<file path="src/rtl/mem_stage_lsu_pkg.sv">
// Shared definitions for the MEM-stage load/store unit: funct3 codes,
// FSM state encoding, byte-enable constants and access-size helpers.
package mem_lsu_pkg;

  localparam logic [2:0] F3_B  = 3'b000;
  localparam logic [2:0] F3_H  = 3'b001;
  localparam logic [2:0] F3_W  = 3'b010;
  localparam logic [2:0] F3_BU = 3'b100;
  localparam logic [2:0] F3_HU = 3'b101;

  typedef enum logic [1:0] {
    IDLE = 2'd0,
    REQ  = 2'd1,
    DONE = 2'd2
  } lsu_state_t;

  localparam logic [3:0] BE_ALL     = 4'b1111;
  localparam logic [3:0] BE_LO_HALF = 4'b0011;
  localparam logic [3:0] BE_HI_HALF = 4'b1100;
  localparam logic [3:0] BE_BYTE0   = 4'b0001;

  typedef enum logic [1:0] {
    SZ_BYTE = 2'd0,
    SZ_HALF = 2'd1,
    SZ_WORD = 2'd2
  } acc_size_t;

  // Reserved funct3 codes fall into the word bucket.
  function automatic acc_size_t access_size(input logic [2:0] funct3);
    case (funct3)
      F3_B, F3_BU: return SZ_BYTE;
      F3_H, F3_HU: return SZ_HALF;
      F3_W:        return SZ_WORD;
      default:     return SZ_WORD;
    endcase
  endfunction

  // Halfwords need a[0] = 0, words need a[1:0] = 00.
  function automatic logic is_misaligned(input logic [2:0] funct3,
                                         input logic [1:0] addr_lo);
    case (access_size(funct3))
      SZ_HALF: return addr_lo[0];
      SZ_WORD: return (addr_lo != 2'b00);
      default: return 1'b0;
    endcase
  endfunction

endpackage

</file>
<file path="src/rtl/mem_stage_lsu_if.sv">
// Data-memory request/ack bus between the LSU (master) and data memory (slave).
interface mem_stage_lsu_if #(
  parameter int ADDR_W = 12
);
  logic              D_MEM_REQ;
  logic              D_MEM_WEN;
  logic [ADDR_W-1:0] D_MEM_ADDR;
  logic [3:0]        D_MEM_BE;
  logic [31:0]       D_MEM_DOUT;
  logic [31:0]       D_MEM_DI;
  logic              D_MEM_ACK;

  modport master (
    output D_MEM_REQ, D_MEM_WEN, D_MEM_ADDR, D_MEM_BE, D_MEM_DOUT,
    input  D_MEM_DI, D_MEM_ACK
  );

  modport slave (
    input  D_MEM_REQ, D_MEM_WEN, D_MEM_ADDR, D_MEM_BE, D_MEM_DOUT,
    output D_MEM_DI, D_MEM_ACK
  );
endinterface

</file>
<file path="src/rtl/mem_stage_lsu_align.sv">
// Combinational lane steering for the LSU: store byte enables and
// replicated store data, plus load byte/halfword extraction and extension.
module lsu_align
  import mem_lsu_pkg::*;
(
  input  logic        st_write,
  input  logic [2:0]  st_funct3,
  input  logic [1:0]  st_addr_lo,
  input  logic [31:0] st_data,
  output logic [3:0]  st_be,
  output logic [31:0] st_dout,
  input  logic [2:0]  ld_funct3,
  input  logic [1:0]  ld_addr_lo,
  input  logic [31:0] ld_raw,
  output logic [31:0] ld_data
);

  logic [7:0]  ld_byte;
  logic [15:0] ld_half;
  logic        ld_signed;

  // Stores place the operand on every lane and let BE pick; loads read all four bytes.
  always_comb begin
    st_be   = BE_ALL;
    st_dout = st_data;
    if (st_write) begin
      case (access_size(st_funct3))
        SZ_BYTE: begin
          st_be   = BE_BYTE0 << st_addr_lo;
          st_dout = {4{st_data[7:0]}};
        end
        SZ_HALF: begin
          st_be   = st_addr_lo[1] ? BE_HI_HALF : BE_LO_HALF;
          st_dout = {2{st_data[15:0]}};
        end
        default: begin
          st_be   = BE_ALL;
          st_dout = st_data;
        end
      endcase
    end
  end

  // Pick the addressed byte/halfword and extend it; funct3[2] marks the unsigned forms.
  always_comb begin
    ld_byte   = ld_raw[7:0];
    ld_half   = ld_raw[15:0];
    ld_signed = ~ld_funct3[2];
    ld_data   = ld_raw;
    case (ld_addr_lo)
      2'b00:   ld_byte = ld_raw[7:0];
      2'b01:   ld_byte = ld_raw[15:8];
      2'b10:   ld_byte = ld_raw[23:16];
      default: ld_byte = ld_raw[31:24];
    endcase
    if (ld_addr_lo[1]) ld_half = ld_raw[31:16];
    case (access_size(ld_funct3))
      SZ_BYTE: ld_data = {{24{ld_signed & ld_byte[7]}}, ld_byte};
      SZ_HALF: ld_data = {{16{ld_signed & ld_half[15]}}, ld_half};
      default: ld_data = ld_raw;
    endcase
  end

endmodule

</file>
<file path="src/rtl/mem_stage_lsu.sv">
// MEM-stage load/store unit: accepts a memory op from EX/MEM, runs one
// req/ack transaction on the data-memory bus, and hands MEM/WB the load
// result with a write enable while stalling the front of the pipe.
// Optional build macro MEM_MISALIGN_TRAP_EN: misaligned H/W accesses skip
// the bus and finish with bus_err; otherwise the low address bits are ignored.
module mem_stage_lsu
  import mem_lsu_pkg::*;
#(
  parameter int ADDR_W  = 12,
  parameter int TIMEOUT = 16
) (
  input  logic                   CLK,
  input  logic                   RSTn,
  input  logic                   valid_MEM,
  input  logic                   MemRead_MEM,
  input  logic                   MemWrite_MEM,
  input  logic [2:0]             funct3_MEM,
  input  logic [31:0]            addr_MEM,
  input  logic [31:0]            wdata_MEM,
  mem_stage_lsu_if.master        dmem,
  output logic [31:0]            Mem_RD_MEM,
  output logic                   mem_valid,
  output logic                   mem_stall,
  output logic                   bus_err
);

  localparam logic [7:0] TO_LAST = 8'(TIMEOUT - 1);

  lsu_state_t        state, state_next;
  logic [7:0]        cnt;
  logic              req_wen;
  logic [ADDR_W-1:0] req_addr;
  logic [3:0]        req_be;
  logic [31:0]       req_dout;
  logic [2:0]        op_funct3;
  logic [1:0]        op_addr_lo;

  logic              mem_op;
  logic              misaligned_op;
  logic              accept;
  logic              ack_hit;
  logic              timeout_hit;
  logic [3:0]        st_be;
  logic [31:0]       st_dout;
  logic [31:0]       ld_data;
  logic              unused_addr_hi;

  assign mem_op         = valid_MEM & (MemRead_MEM | MemWrite_MEM);
  assign unused_addr_hi = ^addr_MEM[31:ADDR_W+2];

`ifdef MEM_MISALIGN_TRAP_EN
  assign misaligned_op = is_misaligned(funct3_MEM, addr_MEM[1:0]);
`else
  assign misaligned_op = 1'b0;
`endif

  lsu_align u_align (
    .st_write   (MemWrite_MEM),
    .st_funct3  (funct3_MEM),
    .st_addr_lo (addr_MEM[1:0]),
    .st_data    (wdata_MEM),
    .st_be      (st_be),
    .st_dout    (st_dout),
    .ld_funct3  (op_funct3),
    .ld_addr_lo (op_addr_lo),
    .ld_raw     (dmem.D_MEM_DI),
    .ld_data    (ld_data)
  );

  assign dmem.D_MEM_REQ  = (state == REQ);
  assign dmem.D_MEM_WEN  = req_wen;
  assign dmem.D_MEM_ADDR = req_addr;
  assign dmem.D_MEM_BE   = req_be;
  assign dmem.D_MEM_DOUT = req_dout;

  // State register; a low RSTn at any edge abandons an in-flight request.
  always_ff @(posedge CLK) begin
    if (!RSTn) state <= IDLE;
    else       state <= state_next;
  end

  // Next state plus the combinational handshake toward the pipeline.
  always_comb begin
    state_next  = state;
    mem_valid   = 1'b0;
    mem_stall   = 1'b0;
    accept      = 1'b0;
    ack_hit     = 1'b0;
    timeout_hit = 1'b0;
    case (state)
      IDLE: begin
        if (mem_op) begin
          mem_stall  = 1'b1;
          accept     = 1'b1;
          state_next = misaligned_op ? DONE : REQ;
        end else if (valid_MEM) begin
          mem_valid = 1'b1;
        end
      end
      REQ: begin
        mem_stall = 1'b1;
        if (dmem.D_MEM_ACK) begin
          ack_hit    = 1'b1;
          state_next = DONE;
        end else if (cnt == TO_LAST) begin
          timeout_hit = 1'b1;
          state_next  = DONE;
        end
      end
      DONE: begin
        mem_valid  = 1'b1;
        state_next = IDLE;
      end
      default: state_next = IDLE;
    endcase
  end

  // Latch the op at acceptance, count REQ cycles, and capture the result/error.
  always_ff @(posedge CLK) begin
    if (!RSTn) begin
      cnt        <= '0;
      req_wen    <= 1'b0;
      req_addr   <= '0;
      req_be     <= '0;
      req_dout   <= '0;
      op_funct3  <= '0;
      op_addr_lo <= '0;
      Mem_RD_MEM <= '0;
      bus_err    <= 1'b0;
    end else begin
      bus_err <= 1'b0;
      if (accept) begin
        cnt        <= '0;
        req_wen    <= MemWrite_MEM;
        req_addr   <= addr_MEM[ADDR_W+1:2];
        req_be     <= st_be;
        req_dout   <= st_dout;
        op_funct3  <= funct3_MEM;
        op_addr_lo <= addr_MEM[1:0];
        if (misaligned_op) begin
          Mem_RD_MEM <= '0;
          bus_err    <= 1'b1;
        end
      end
      if (state == REQ) cnt <= cnt + 8'd1;
      if (ack_hit) Mem_RD_MEM <= req_wen ? 32'd0 : ld_data;
      if (timeout_hit) begin
        Mem_RD_MEM <= '0;
        bus_err    <= 1'b1;
      end
    end
  end

endmodule

</file>
<file path="src/flat_wrapper.sv">
// flat-port wrapper written by rule: the top's interface ports become plain ports
module mem_stage_lsu_flat import mem_lsu_pkg::*;
#(
  parameter int ADDR_W  = 12,
  parameter int TIMEOUT = 16
)
  (CLK, RSTn, valid_MEM, MemRead_MEM, MemWrite_MEM, funct3_MEM, addr_MEM, wdata_MEM, Mem_RD_MEM, mem_valid, mem_stall, bus_err, dmem_D_MEM_REQ, dmem_D_MEM_WEN, dmem_D_MEM_ADDR, dmem_D_MEM_BE, dmem_D_MEM_DOUT, dmem_D_MEM_DI, dmem_D_MEM_ACK);
  mem_stage_lsu_if #(.ADDR_W(ADDR_W)) dmem_i ();
  input  logic CLK;
  input  logic RSTn;
  input  logic valid_MEM;
  input  logic MemRead_MEM;
  input  logic MemWrite_MEM;
  input  logic [2:0] funct3_MEM;
  input  logic [31:0] addr_MEM;
  input  logic [31:0] wdata_MEM;
  output logic [31:0] Mem_RD_MEM;
  output logic mem_valid;
  output logic mem_stall;
  output logic bus_err;
  output wire logic [$bits(dmem_i.D_MEM_REQ)-1:0] dmem_D_MEM_REQ;
  output wire logic [$bits(dmem_i.D_MEM_WEN)-1:0] dmem_D_MEM_WEN;
  output wire logic [$bits(dmem_i.D_MEM_ADDR)-1:0] dmem_D_MEM_ADDR;
  output wire logic [$bits(dmem_i.D_MEM_BE)-1:0] dmem_D_MEM_BE;
  output wire logic [$bits(dmem_i.D_MEM_DOUT)-1:0] dmem_D_MEM_DOUT;
  input wire logic [$bits(dmem_i.D_MEM_DI)-1:0] dmem_D_MEM_DI;
  input wire logic [$bits(dmem_i.D_MEM_ACK)-1:0] dmem_D_MEM_ACK;
  assign dmem_D_MEM_REQ = dmem_i.D_MEM_REQ;
  assign dmem_D_MEM_WEN = dmem_i.D_MEM_WEN;
  assign dmem_D_MEM_ADDR = dmem_i.D_MEM_ADDR;
  assign dmem_D_MEM_BE = dmem_i.D_MEM_BE;
  assign dmem_D_MEM_DOUT = dmem_i.D_MEM_DOUT;
  assign dmem_i.D_MEM_DI = dmem_D_MEM_DI;
  assign dmem_i.D_MEM_ACK = dmem_D_MEM_ACK;
  mem_stage_lsu #(.ADDR_W(ADDR_W), .TIMEOUT(TIMEOUT)) u_core (.CLK(CLK), .RSTn(RSTn), .valid_MEM(valid_MEM), .MemRead_MEM(MemRead_MEM), .MemWrite_MEM(MemWrite_MEM), .funct3_MEM(funct3_MEM), .addr_MEM(addr_MEM), .wdata_MEM(wdata_MEM), .dmem(dmem_i), .Mem_RD_MEM(Mem_RD_MEM), .mem_valid(mem_valid), .mem_stall(mem_stall), .bus_err(bus_err));
endmodule
</file>
<file path="config.mk">
export PLATFORM = sky130hd
export DESIGN_NAME = mem_stage_lsu_flat
export DESIGN_NICKNAME = d
export VERILOG_FILES = /design/src/rtl/mem_stage_lsu_pkg.sv /design/src/rtl/mem_stage_lsu_if.sv /design/src/rtl/mem_stage_lsu_align.sv /design/src/rtl/mem_stage_lsu.sv /design/src/flat_wrapper.sv
export SDC_FILE = /design/constraint.sdc
export NUM_CORES = 1
export LEC_CHECK = 0
export CELL_PAD_IN_SITES_DETAIL_PLACEMENT = 1
export CELL_PAD_IN_SITES_GLOBAL_PLACEMENT = 1
export CORE_MARGIN = 2
export CORE_UTILIZATION = 33
export CTS_CLUSTER_DIAMETER = 80
export DETAILED_ROUTE_END_ITERATION = 16
export PLACE_DENSITY = 0.85
export SYNTH_ARGS = -nofsm -noshare
export SYNTH_HDL_FRONTEND = slang
export SYNTH_SLANG_ARGS = --single-unit
</file>
<file path="constraint.sdc">
create_clock -name CLK -period 3 [get_ports CLK]
set_input_delay 0.3 -clock CLK [delete_from_list [all_inputs] [get_ports CLK]]
set_output_delay 0.3 -clock CLK [all_outputs]
set_load 0.05 [all_outputs]
</file>
# Word-level counts from Yosys, hierarchy flattened
# Index checks and enable logic that the tools add are counted.
[totals]
in_bits = 105
word_cells = 76
output_inout_bits = 85
reg_bits = 97
[classes]
n_addsub = 1
mux = 30
eq_ne = 15
reduce_logical = 13
shift = 1
bitwise = 6
[ops]
columns = ["cell", "n"]
rows = [
  ["$pmux W32 S2", 2],
  ["$mux W32", 2],
  ["$pmux W8 S3", 1],
  ["$mux W16", 1],
  ["$mux W8", 2],
  ["$eq A3 B3 Y1 const B", 4],
  ["$pmux W2 S2", 3],
  ["$mux W1", 10],
  ["$reduce_or A2 Y1", 5],
  ["$add A8 B1 Y8 const B", 1],
  ["$eq A2 B1 Y1 const B", 4],
  ["$eq A8 B4 Y1 const B", 1],
  ["$logic_not A2 Y1", 4],
  ["$mux W2", 4],
  ["$mux W4", 2],
  ["$pmux W4 S2", 1],
  ["$eq A3 B1 Y1 const B", 2],
  ["$logic_not A3 Y1", 2],
  ["$eq A2 B2 Y1 const B", 2],
  ["$pmux W1 S2", 2],
  ["$shl A1 B2 Y4 const A", 1],
  ["$and A1 B1 Y1", 3],
  ["$ne A3 B1 Y1 const B", 1],
  ["$ne A2 B1 Y1 const B", 1],
  ["4 further kinds", 5],
]

# Logic depth before layout (Yosys ltp)
[logic_depth]
word_depth = 7
depth_mapped = 7
mapped_depth_nobuf = 5

# Hierarchy
# Synthesis repeated with hierarchy kept, for this count alone.
[hier_totals]
cells_unflattened = 665
area_unflattened_um2 = 5368.9
[modules_own_cells]
columns = ["module", "area_per_inst_um2", "n_inst", "seq_area_each_um2", "cells_each"]
rows = [
  ["mem_stage_lsu", 4021.4, 1, 1941.9, 463],
  ["lsu_align", 1347.5, 1, 0.0, 202],
]

# Worst setup path after synthesis
# OpenSTA, ideal clock, no wires.
[synth_timing]
kind = "reg-to-reg"
from = "register u_core.req_wen (netlist: u_core.dmem.D_MEM_WEN)"
to = "register u_core.Mem_RD_MEM[13]"
path_stages_with_launch = 7
path_slack_ps = 1096
path_buffers = 2
required_time_ps = 2878
t_arrival_ps = 1783
setup_ps = 122
period_less_slack_ps = 1904
path_cell_list = "dfxtp_1 > and4bb_1 > buf_4 > and3_1 > buf_2 > and2_1 > a221o_1"
[synth_between]
elab_chain_cells = 1
[synth_lines]
columns = ["element", "line_no", "rtl"]
rows = [
  ["from (decl)", "mem_stage_lsu.sv:31", "logic req_wen;"],
  ["from (signal assigned)", "mem_stage_lsu.sv:134", "req_wen <= MemWrite_MEM;"],
  ["$mux W32", "mem_stage_lsu.sv:146", "if (ack_hit) Mem_RD_MEM <= req_wen ? 32'd0 : ld_data;"],
  ["to (signal assigned)", "mem_stage_lsu.sv:146", ""],
  ["to (decl)", "mem_stage_lsu.sv:21", "output logic [31:0] Mem_RD_MEM,"],
]
# No other way between the ends.
# A chain may end at the register's enable or synchronous reset.

# Final worst setup path
[layout_timing]
from = "register u_core.state[0]"
to = "output port dmem_D_MEM_REQ"
[layout_between]
elab_chain_cells = 1
[layout_lines]
columns = ["element", "line_no", "rtl"]
rows = [
  ["from (decl)", "mem_stage_lsu.sv:29", "lsu_state_t state, state_next;"],
  ["from (signal assigned)", "mem_stage_lsu.sv:79", "else state <= state_next;"],
  ["$eq A2 B1 Y1", "mem_stage_lsu.sv:70", "assign dmem.D_MEM_REQ = (state == REQ);"],
  ["to (decl)", "flat_wrapper.sv:21", "output wire logic [$bits(dmem_i.D_MEM_REQ)-1:0] dmem_D_MEM_REQ;"],
]
# No other way between the ends.

==> impl_metrics.tcl <==
set metrics [dict create \
    cts_buffers 9 \
    cts_num_sinks 97 \
    path_depth 3 \
    seq_area_frac_synth 0.442 \
    post_synth.cell_area_avg_sq_um 8.87 \
    slew_viol_final 0 \
    tightest_slew_ns 1.01 \
    drive_gt1_frac 0.0599 \
    hold_class "reg2reg" \
    drcViolationCount 0 \
    cts_tree "built" \
    max_slew_margin 0.324 \
    cap_violations 0 \
    port_buffers 171 \
    max_stage_delay_ns 0.88 \
    min_period_over_period 0.833 \
    fmax_ghz 0.400 \
    cp_top_family "buffers and inverters" \
    worst-path-buf-inv 2 \
    cts.clk_slew.worst_paths_ns 0.07 \
    wl_per_cell_um 18.5 \
    first_global_vias 4751 \
    rr_endpoint "u_core.Mem_RD_MEM[7]" \
    antennaDiodeCount 0 \
    cp-end-kind "output port" \
    powerDensity_mw_per_mm2 549 \
    die_y_um 119 \
    drtIter0Drc 219 \
    setup_viol 0 \
    final_common_cell "clkdlybuf4s50_1" \
    grtUsageTotal 0.218 \
    worstPathCellList "nand2b_1 -> inv_1 -> clkdlybuf4s50_1" \
    path_class "reg2out" \
    final_area_sq_mm 0.00658 \
    async_flop_share 0 \
    reg2reg_slack_ns 1.00 \
    cts-root-buf "clkbuf_16" \
    start_util 0.334 \
    cp-start-kind "flop" \
    synth_edf_count 0 \
    synthFlopType "dfxtp_1" \
    finalSetupTns_ns 0 \
    critPathMaxFanout 11 \
    power_mw 3.61 \
    globalRouteOverflowTotal 0 \
    ctsHtreeMaxLevel 3 \
    finalClockSkew_ns 0.00878 \
    num-fill-cells 1492 \
    grt_pass1_wl_mm 24.8 \
    dieWidth_um 119 \
    row_count 42 \
    post-dp-hpwl_mm 11.3 \
    multi_input_area_sq_mm 0.00221 \
    period_minus_slack_ns 2.50 \
    ir_drop_uv 303 \
    rsz0062_at_grt "false" \
    whs_path_depth 2 \
    clk_path_buf_depth 2 \
    drt_first_pass_iters 4 \
    yosysUniqueCellTypes 50 \
    hold_viol 0 \
    critical_path_required_ns 2.70 \
    coreArea_sq_mm 0.0131 \
    synthesis.nets 601 \
    area_growth_syn_to_layout_pct 49.9 \
    fin_hold_ws_ns 0.455 \
    cpMaxStageDelayCell "clkdlybuf4s50_1" \
    critPathLaunch "u_core.state[0]" \
    post_cts_buffers 0 \
    antenna_left 0 \
    cts_hold_buf 0 \
    outcome "completed" \
    ios 190 \
    cp.arrival_ns 2.20 \
    die-area_sq_mm 0.0142 \
    synthCells 495 \
    mostFrequentLayoutCells "clkdlybuf4s50_1, dfxtp_1, nand2_1" \
    drt-total-wl_mm 15.3 \
    gp_congestion 0.763 \
    dpl_cell_area_sq_mm 0.00623 \
    rr_worst_depth 5 \
    via_per_inst 5.36 \
    netlist_area_sq_mm 0.00439 \
    critPathCapture "dmem_D_MEM_REQ" \
    layout.nets 752 \
    insertion_delay_ns 0.35 \
    antenna_found_initial 0 \
    grt_start_max_net_pins 67 \
    worstReg2RegStart "u_core.state[0]" \
    ys_ff_latch 97 \
    p_leak_nw 2.43 \
    vias 4436 \
    yosys_warnings 0 \
    cts_resized 0 \
    seqCellArea_sq_mm 0.00194 \
]
worst min-delay path: cells and delay by family (launching register included):
kind / cells / cell delay (ns)
compound gates: 1 / 0.05
flops: 1 / 0.31
simple gates: 1 / 0.05
area by class of cell:
cell class,count,area share
Tap cell,176,0.0335
Multi-Input combinational cell,344,0.336
Timing Repair Buffer,184,0.277
Inverter,10,0.00570
Clock buffer,9,0.0342
Sequential cell,97,0.295
Clock inverter,7,0.0190
logic make-up (layout without fill, tap and decap cells):
logic type,Yosys count,in the layout,share of synthesized area
and+or+nand+nor,147,147,0.154
adders and majority gates,1,1,0.00285
buffers and inverters,54,210,0.0564
AOI/OAI and AO/OA,165,165,0.271
muxes,31,31,0.0735
DFF,97,97,0.442
per-stage QoR:
step                      worst slack, ns  utilization  cells
after detailed placement            0.611        0.474    811
after floorplan                      1.10            -    495
after CTS                           0.491        0.501    827
final                               0.501        0.501    827
after global placement              0.625        0.474    811
after global routing                0.340        0.501    827
report_power, final:
| part | internal [mW] | total (mW) | switching, mW |
|---|---|---|---|
| Combinational | 0.333 | 0.843 | 0.510 |
| Clock | 0.824 | 1.36 | 0.537 |
| Sequential | 1.36 | 1.41 | 0.0489 |
| Total | 2.52 | 3.61 | 1.10 |
state kept, by name, summed over array words and instances, names as in the netlist:
register / cells
u_core.op_addr_lo: 2
u_core.dmem.D_MEM_BE: 4
u_core.dmem.D_MEM_ADDR: 12
u_core.Mem_RD_MEM: 32
u_core.state: 2
u_core.cnt: 8
u_core.dmem.D_MEM_DOUT: 32
u_core.op_funct3: 3
u_core.bus_err: 1
u_core.dmem.D_MEM_WEN: 1
Yosys cell counts (2+ instances only):
cell type	n	share of area
o211ai_1	19	0.032
o21ai_0	4	0.0046
inv_1	9	0.0077
buf_1	4	0.0034
a311oi_1	3	0.0060
nor3_1	10	0.011
a22oi_1	12	0.021
and3_1	4	0.0057
a31oi_1	2	0.0028
nand2_1	86	0.074
dfxtp_1	97	0.44
nand4_1	3	0.0043
buf_4	3	0.0051
a221oi_1	2	0.0040
a221o_1	22	0.050
buf_2	15	0.017
o21a_1	3	0.0051
mux2i_1	30	0.068
a211o_1	13	0.026
nor2b_1	5	0.0071
clkbuf_1	20	0.017
nor2_1	21	0.018
a21oi_1	55	0.063
o22ai_1	2	0.0028
nand2b_1	5	0.0071
a2111oi_0	3	0.0060
a211oi_1	17	0.029
and2_1	3	0.0043
buf_6	2	0.0051
worst min-delay path by stage:
stage | startpoint | to | slack, ns
2_1_floorplan | dmem_D_MEM_ACK | u_core.bus_err | 0.38
3_3_place_gp | u_core.dmem.D_MEM_DOUT[24] | u_core.dmem.D_MEM_DOUT[24] | 0.44
3_5_place_dp | u_core.dmem.D_MEM_DOUT[11] | u_core.dmem.D_MEM_DOUT[11] | 0.45
4_1_cts | u_core.dmem.D_MEM_DOUT[11] | u_core.dmem.D_MEM_DOUT[11] | 0.46
5_1_grt | u_core.dmem.D_MEM_DOUT[5] | u_core.dmem.D_MEM_DOUT[5] | 0.47
6_report | u_core.dmem.D_MEM_DOUT[8] | u_core.dmem.D_MEM_DOUT[8] | 0.46
metal layers:
layer	part of all wire	up-vias	global-route usage
li1	-	2118	-
met1	0.40	2135	0.250
met2	0.48	165	0.369
met3	0.11	18	0.0852
met4	0.018	0	0.0809
met5	0	-	0
Power figures use the tool's default switching activity.
